===== src/rtl/sync_fifo_flags.sv =====
// sync_fifo_flags
// Parametrised synchronous FIFO with a true occupancy count, programmable
// almost-full/almost-empty thresholds, sticky overflow/underflow flags and a
// build-time choice of first-word-fall-through or registered-read output.
//
// Ports
//   clk             rising-edge clock
//   rst             synchronous active-high reset
//   wr_i            write request
//   rd_i            read request (acknowledge of the displayed word when FWFT=1)
//   w_data_i        write data
//   clr_err_i       clears the sticky overflow/underflow flags
//   r_data_o        read data
//   r_valid_o       r_data_o holds a valid word
//   empty_o         count == 0
//   full_o          count == DEPTH
//   almost_empty_o  count <= AE_LEVEL
//   almost_full_o   count >= AF_LEVEL
//   count_o         occupancy, 0..DEPTH
//   overflow_o      sticky: a write was dropped
//   underflow_o     sticky: a read was refused
module sync_fifo_flags #(
    parameter int D_WIDTH  = 8,
    parameter int A_WIDTH  = 4,
    parameter int AF_LEVEL = 2**A_WIDTH - 2,
    parameter int AE_LEVEL = 2,
    parameter bit FWFT     = 1'b1
) (
    input  logic               clk,
    input  logic               rst,
    input  logic               wr_i,
    input  logic               rd_i,
    input  logic [D_WIDTH-1:0] w_data_i,
    input  logic               clr_err_i,
    output logic [D_WIDTH-1:0] r_data_o,
    output logic               r_valid_o,
    output logic               empty_o,
    output logic               full_o,
    output logic               almost_empty_o,
    output logic               almost_full_o,
    output logic [A_WIDTH:0]   count_o,
    output logic               overflow_o,
    output logic               underflow_o
);

    localparam int DEPTH = 2**A_WIDTH;
    localparam logic [A_WIDTH:0] DEPTH_CNT = (A_WIDTH+1)'(DEPTH);
    localparam logic [A_WIDTH:0] AF_CNT    = (A_WIDTH+1)'(AF_LEVEL);
    localparam logic [A_WIDTH:0] AE_CNT    = (A_WIDTH+1)'(AE_LEVEL);

    // Threshold parameters outside the legal range would give flags that can
    // never (or always) assert, so refuse to build.
    generate
        if (AF_LEVEL > DEPTH || AE_LEVEL >= DEPTH) begin : g_badLevels
            $error("sync_fifo_flags: AF_LEVEL must be <= DEPTH and AE_LEVEL < DEPTH");
        end
    endgenerate

    logic [D_WIDTH-1:0] mem [DEPTH];
    logic [A_WIDTH-1:0] wrPtr_q, wrPtr_d;
    logic [A_WIDTH-1:0] rdPtr_q, rdPtr_d;
    logic [A_WIDTH:0]   count_q, count_d;
    logic               overflow_q, overflow_d;
    logic               underflow_q, underflow_d;
    logic               wrOk;
    logic               rdOk;

    // A write into a full FIFO is still accepted when a read frees the slot on
    // the same edge; the read sees the old word because memory updates late.
    assign rdOk = rd_i & (count_q != '0);
    assign wrOk = wr_i & ((count_q != DEPTH_CNT) | rdOk);

    // Next-state for pointers, occupancy and sticky errors. A new error on the
    // same edge as clr_err_i wins so no event is ever lost.
    always_comb begin
        wrPtr_d     = wrPtr_q;
        rdPtr_d     = rdPtr_q;
        count_d     = count_q;
        overflow_d  = (overflow_q & ~clr_err_i) | (wr_i & ~wrOk);
        underflow_d = (underflow_q & ~clr_err_i) | (rd_i & ~rdOk);
        if (wrOk) begin
            wrPtr_d = wrPtr_q + 1'b1;
        end
        if (rdOk) begin
            rdPtr_d = rdPtr_q + 1'b1;
        end
        case ({wrOk, rdOk})
            2'b10:   count_d = count_q + 1'b1;
            2'b01:   count_d = count_q - 1'b1;
            default: count_d = count_q;
        endcase
    end

    // State registers; reset overrides any transfer on the same edge.
    always_ff @(posedge clk) begin
        if (rst) begin
            wrPtr_q     <= '0;
            rdPtr_q     <= '0;
            count_q     <= '0;
            overflow_q  <= 1'b0;
            underflow_q <= 1'b0;
        end else begin
            wrPtr_q     <= wrPtr_d;
            rdPtr_q     <= rdPtr_d;
            count_q     <= count_d;
            overflow_q  <= overflow_d;
            underflow_q <= underflow_d;
        end
    end

    // Storage is deliberately not reset so it can map onto block RAM.
    always_ff @(posedge clk) begin
        if (!rst && wrOk) begin
            mem[wrPtr_q] <= w_data_i;
        end
    end

    // Read-side output path: either the head word shown directly, or a
    // registered copy taken on each accepted read.
    generate
        if (FWFT) begin : g_fwft
            assign r_data_o  = mem[rdPtr_q];
            assign r_valid_o = (count_q != '0);
        end else begin : g_regRead
            logic [D_WIDTH-1:0] rData_q;
            logic               rValid_q;

            always_ff @(posedge clk) begin
                if (rst) begin
                    rData_q  <= '0;
                    rValid_q <= 1'b0;
                end else begin
                    rValid_q <= rdOk;
                    if (rdOk) begin
                        rData_q <= mem[rdPtr_q];
                    end
                end
            end

            assign r_data_o  = rData_q;
            assign r_valid_o = rValid_q;
        end
    endgenerate

    assign count_o        = count_q;
    assign empty_o        = (count_q == '0);
    assign full_o         = (count_q == DEPTH_CNT);
    assign almost_empty_o = (count_q <= AE_CNT);
    assign almost_full_o  = (count_q >= AF_CNT);
    assign overflow_o     = overflow_q;
    assign underflow_o    = underflow_q;

endmodule


===== config.mk =====
export PLATFORM = sky130hd
export DESIGN_NAME = sync_fifo_flags
export DESIGN_NICKNAME = d
export VERILOG_FILES = /design/src/rtl/sync_fifo_flags.sv
export SDC_FILE = /design/constraint.sdc
export NUM_CORES = 1
export LEC_CHECK = 0
export ABC_CLOCK_PERIOD_IN_PS = 4300
export CAP_MARGIN = 20
export CORE_ASPECT_RATIO = 0.8
export CORE_MARGIN = 8
export CORE_UTILIZATION = 30
export CTS_CLUSTER_SIZE = 14
export DETAILED_ROUTE_END_ITERATION = 7
export GPL_ROUTABILITY_DRIVEN = 0
export PLACE_DENSITY = 0.53
export SETUP_SLACK_MARGIN = 0.05
export SKIP_LAST_GASP = 1
export SYNTH_ARGS = -nofsm -noshare
export SYNTH_HDL_FRONTEND = slang
export SYNTH_SLANG_ARGS = --single-unit

===== constraint.sdc =====
create_clock -name clk -period 4.3 [get_ports clk]
set_input_delay 0.86 -clock clk [delete_from_list [all_inputs] [get_ports clk]]
set_output_delay 0.86 -clock clk [all_outputs]
set_load 0.02 [all_outputs]

# ---- Word level (Yosys, flattened, before mapping)
# Memory sizes are Yosys's and may differ from the RTL's. A register that Yosys moved wholly into a read port is not among the register bits.
# Cells that the tools add are included.
dict set report totals {
  in_bits 13
  output_inout_bits 20
  wordCells 38
  latchBits 0
  mem_count 1
  romBits 0
  register_bits 15
  mem_bits_rw 128
}
# name depth width rd rd_clocked_by_memory_dff wr line_no
set memory_table {}
lappend memory_table {mem 16 8 1 1 1 59} ;# logic [D_WIDTH-1:0] mem [DEPTH];
dict set report classes {
  addsub 4
  n_mul 0
  eq_ne 4
  order_cmp 2
  reduce_logical 5
  n_mux 5
  n_div 0
  shifts 0
  bitwise 12
}
# cell n
set op_table {}
lappend op_table {{case mux 5 bit (2 select lines)} 1}
lappend op_table {{adder 4 x 1 -> 4 bit, second input constant} 2}
lappend op_table {{2-to-1 mux 4 bit} 2}
lappend op_table {{AND 1 bit} 6}
lappend op_table {{adder 5 x 1 -> 5 bit, second input constant} 1}
lappend op_table {{== test 5 bit, second input constant} 1}
lappend op_table {{greater-or-equal comparator 5 x 4 -> 1 bit, second input constant} 1}
lappend op_table {{<= comparator 5 x 2 -> 1 bit, second input constant} 1}
lappend op_table {{logical NOT 5 bit} 1}
lappend op_table {{!= test 5 bit, second input constant} 1}
lappend op_table {{nonzero test 5 bit} 1}
lappend op_table {{subtractor 5 x 1 -> 5 bit, second input constant} 1}
lappend op_table {{NOT 1 bit} 3}
lappend op_table {{bitwise OR 1 bit} 3}
lappend op_table {{== test 2 x 1 -> 1 bit, second input constant} 1}
lappend op_table {{== test 2 bit, second input constant} 1}
lappend op_table {{2-to-1 mux 1 bit} 2}
lappend op_table {{nonzero test 2 bit} 1}
lappend op_table {{logical AND 1 bit} 1}
lappend op_table {{logical NOT 1 bit} 1}

# ---- Longest topological paths before layout
dict set report depth {
  ltp_word 7
  mapped_depth 9
  ltp_nobuf 8
}

# ---- Worst setup path after synthesis
# No wires, ideal clock.
dict set report synth_path {
  kind {in2reg}
  startpoint {input rd_i}
  endpoint {register count_q[4], in the netlist count_o[4]}
  path_stages 9
  setup_ns 0.074
  path_slack_ns 1.688
  t_required_ns 4.226
  arrival_time_ns 2.538
  n_path_buf 1
  path_cell_list {clkbuf_1 -> nor2b_1 -> o21ai_2 -> inv_2 -> ha_1 -> a21oi_1 -> a21oi_1 -> a311o_1 -> a31oi_1}
}
dict set report synth_via {
  elab_chain_cells 5
  word_cells_on_any_way 7
  cone_classes {2 x eq/ne; 1 x mux; 3 x bitwise; 1 x reduce/logical}
}
# item line_no
set synth_rtl {}
lappend synth_rtl {{start, declared} 32} ;# input logic rd_i,
lappend synth_rtl {{AND 1 bit *} 70} ;# assign rdOk = rd_i & (count_q != '0);
lappend synth_rtl {{bitwise OR 1 bit} 71} ;# assign wrOk = wr_i & ((count_q != DEPTH_CNT) | rdOk);
lappend synth_rtl {{AND 1 bit} 71}
lappend synth_rtl {{== test 2 x 1 -> 1 bit or == test 2 bit (tied branches)} 87} ;# case ({wrOk, rdOk})
lappend synth_rtl {{case mux 5 bit (2 select lines) or nonzero test 2 bit (tied branches)} n/a}
lappend synth_rtl {{end signal, assigned} 105} ;# count_q <= count_d;
lappend synth_rtl {{end, declared} 62} ;# logic [A_WIDTH:0] count_q, count_d;
# Every way passes the cells marked *; elsewhere a longest branch is shown, timed or not.
# A chain may end at the register's enable or synchronous reset.

==> flow_metrics.env <==
export IMPL_holdPathStages=2
export IMPL_fin_skew_ps=7.52
export IMPL_yosysWarningCount=0
export IMPL_layout_commonest_cell="edfxtp_1"
export IMPL_max_cap_viol_count=0
export IMPL_ios=33
export IMPL_port_buffers=32
export IMPL_finalWirelength_mm=12.5
export IMPL_clkSinkCount=147
export IMPL_design_area_um2=7100
export IMPL_initial_core_util=0.303
export IMPL_syn_nets=351
export IMPL_rr_worst_depth=8
export IMPL_ir_worst_vdd_uv=258
export IMPL_clk_path_buf_depth=2
export IMPL_layout_nets=390
export IMPL_synthesis_area_um2=5920
export IMPL_fillers=1839
export IMPL_clkLatencyLatePin_ps=420
export IMPL_synth_seq_cells=147
export IMPL_path_buf_inv=2
export IMPL_vias_per_cell=4.73
export IMPL_synth_cell_types=41
export IMPL_core_area_um2=19600
export IMPL_ctsHoldBuffers=0
export IMPL_die_h_um=142
export IMPL_cp_max_fo=13
export IMPL_grt_pass1_vias=3217
export IMPL_path_class="register to output port"
export IMPL_worstMarginPinSlew_ps=1030
export IMPL_yosysTopAreaCell="edfxtp_1"
export IMPL_die_area_um2=24500
export IMPL_status="complete, no violations"
export IMPL_period_minus_slack_ps=3720
export IMPL_insertedDiodeCount=0
export IMPL_yosys_area_top_type_share=0.649
export IMPL_ys_flop_type="edfxtp_1"
export IMPL_multiInputGateArea_um2=1600
export IMPL_rows=46
export IMPL_critPathArrivalTime_ps=2860
export IMPL_dpl_hpwl_mm=7.93
export IMPL_yosysSeqAreaShare=0.713
export IMPL_area_delta_synth_final_pct=19.9
export IMPL_final_period_utilization=0.865
export IMPL_slew_headroom=0.310
export IMPL_ant_nets=0
export IMPL_cts_buffers=17
export IMPL_die_w_um=173
export IMPL_hp_class="register to register"
export IMPL_firstDrtPassIters=5
export IMPL_rsz0062_at_grt="false"
export IMPL_drive_above_1_share=0.197
export IMPL_synth_cells=329
export IMPL_fin_setup_tns_ps=0
export IMPL_grt_util_all_layers=0.107
export IMPL_cp_cell_sequence="buf_4, mux4_2, a22oi_1, nand2_1, clkdlybuf4s50_1"
export IMPL_cts_tree="built"
export IMPL_antenna_found_initial=0
export IMPL_synth_area_leaders="edfxtp_1 (65%), mux4_2 (12%), dfxtp_1 (6.4%), a22oi_1 (2.3%), ha_1 (1.7%)"
export IMPL_worstSetupEndpointType="output port"
export IMPL_clock_fmax_mhz=269
export IMPL_critPathTopFamily="buffers and inverters"
export IMPL_postCtsSetupBuffers=0
export IMPL_cp_data_required_time_ps=3440
export IMPL_crit_path_max_incr_delay_ps=600
export IMPL_cts_root_buf="clkbuf_16"
export IMPL_postSynthAreaPerCell_um2=18.0
export IMPL_grt_max_degree=33
export IMPL_htreeDepth=4
export IMPL_synth_edf_count=128
export IMPL_crit_path_start_kind="register"
export IMPL_detailed_place_area_um2=6530
export IMPL_clkTransAtPathRegs_ps=60
export IMPL_grt_pass1_wl_mm=19.4
export IMPL_hold_viol=0
export IMPL_routedWlPerCell_um=19.3
export IMPL_powerDensity_nw_per_um2=575
export IMPL_cp_depth=5
export IMPL_overflow=0
export IMPL_slew_violations=0
export IMPL_finalSetupViolCount=0
export IMPL_cts_resized=0
export IMPL_drt_iter0_drc=195
export IMPL_register_area_um2=4230
export IMPL_drc_errors=0
export IMPL_cp_slowest_cell="dfxtp_2"
export IMPL_final_cell_mix="edfxtp_1 (128), mux4_2 (32), clkdlybuf4s50_1 (32)"
export IMPL_r2r_slack_ps=1480
export IMPL_async_reset_ff_frac=0
export IMPL_cellLeakagePower_nw=2.35
export IMPL_via_count=3049
metrics by stage:
stage	hold WS (ps)	std cells	setup slack, ps	power, mW	utilization
detailed placement	509	613	970	2.73	0.334
floorplan	485	329	1690	2.37	-
CTS	526	645	511	4.14	0.363
global route	572	645	373	4.28	0.363
finish	512	645	579	4.08	0.363
global placement	496	613	977	2.71	0.334
worst paths after layout:
check,startpoint,endpoint
max,register,r_data_o[7]
min,overflow_o,overflow_o
max reg2reg,count_o[1],count_o[4]
min reg2reg,overflow_o,overflow_o
flip-flops by register name (all words and copies together), names as in the netlist, named ones only:
| signal | flops |
|---|---|
| count_o | 5 |
| rdPtr_q | 4 |
| overflow_o | 1 |
| underflow_o | 1 |
| mem | 128 |
| wrPtr_q | 4 |
cells by family after synthesis:
group                    count (synthesis)  share of synthesized area
adder cells (fa/ha/maj)                  9                     0.0203
multiplexers                            38                      0.132
flip-flops                             147                      0.713
XOR/XNOR                                 6                    0.00888
AND/OR/NAND/NOR                         70                     0.0619
buffers and inverters                   22                     0.0161
AO/OA/AOI/OAI                           37                     0.0471
tightest hold or removal path: stages (launching register included):
cell	delay [ps]
dfxtp_1	320
a22oi_1	80
nor2_1	80
final cells by class:
class,instances,share of cell area
multi-input combinational,160,0.226
tap,264,0.0465
timing repair buffer,36,0.0494
inverter,6,0.00317
clock buffer,17,0.0599
clock inverter,15,0.0201
sequential,147,0.595
cell usage after synthesis (all sizes together), types with 2 or more instances:
master	n
a21oi	5
a22oi	18
and2	3
and3	15
buf	7
clkbuf	9
dfxtp	19
edfxtp	128
ha	8
inv	6
mux2	2
mux2i	4
mux4	32
nand2	10
nand2b	2
nand3	5
nor2	16
nor2b	9
nor3	6
o211ai	2
o21ai	4
xor2	5
layer usage:
metal,part of all wire,vias to the layer above,track usage
met5,0,-,0
met4,0.010,0,0.0489
met3,0.065,6,0.0340
met2,0.48,72,0.166
met1,0.45,1560,0.136
li1,-,1411,-
report_power, final:
group	internal [mW]	switching, mW	leakage, nW	total [mW]
clock network	0.767	0.639	0.276	1.41
logic	0.483	0.502	0.765	0.985
registers	1.60	0.0883	1.31	1.69
(Power assumes the default switching activity.)
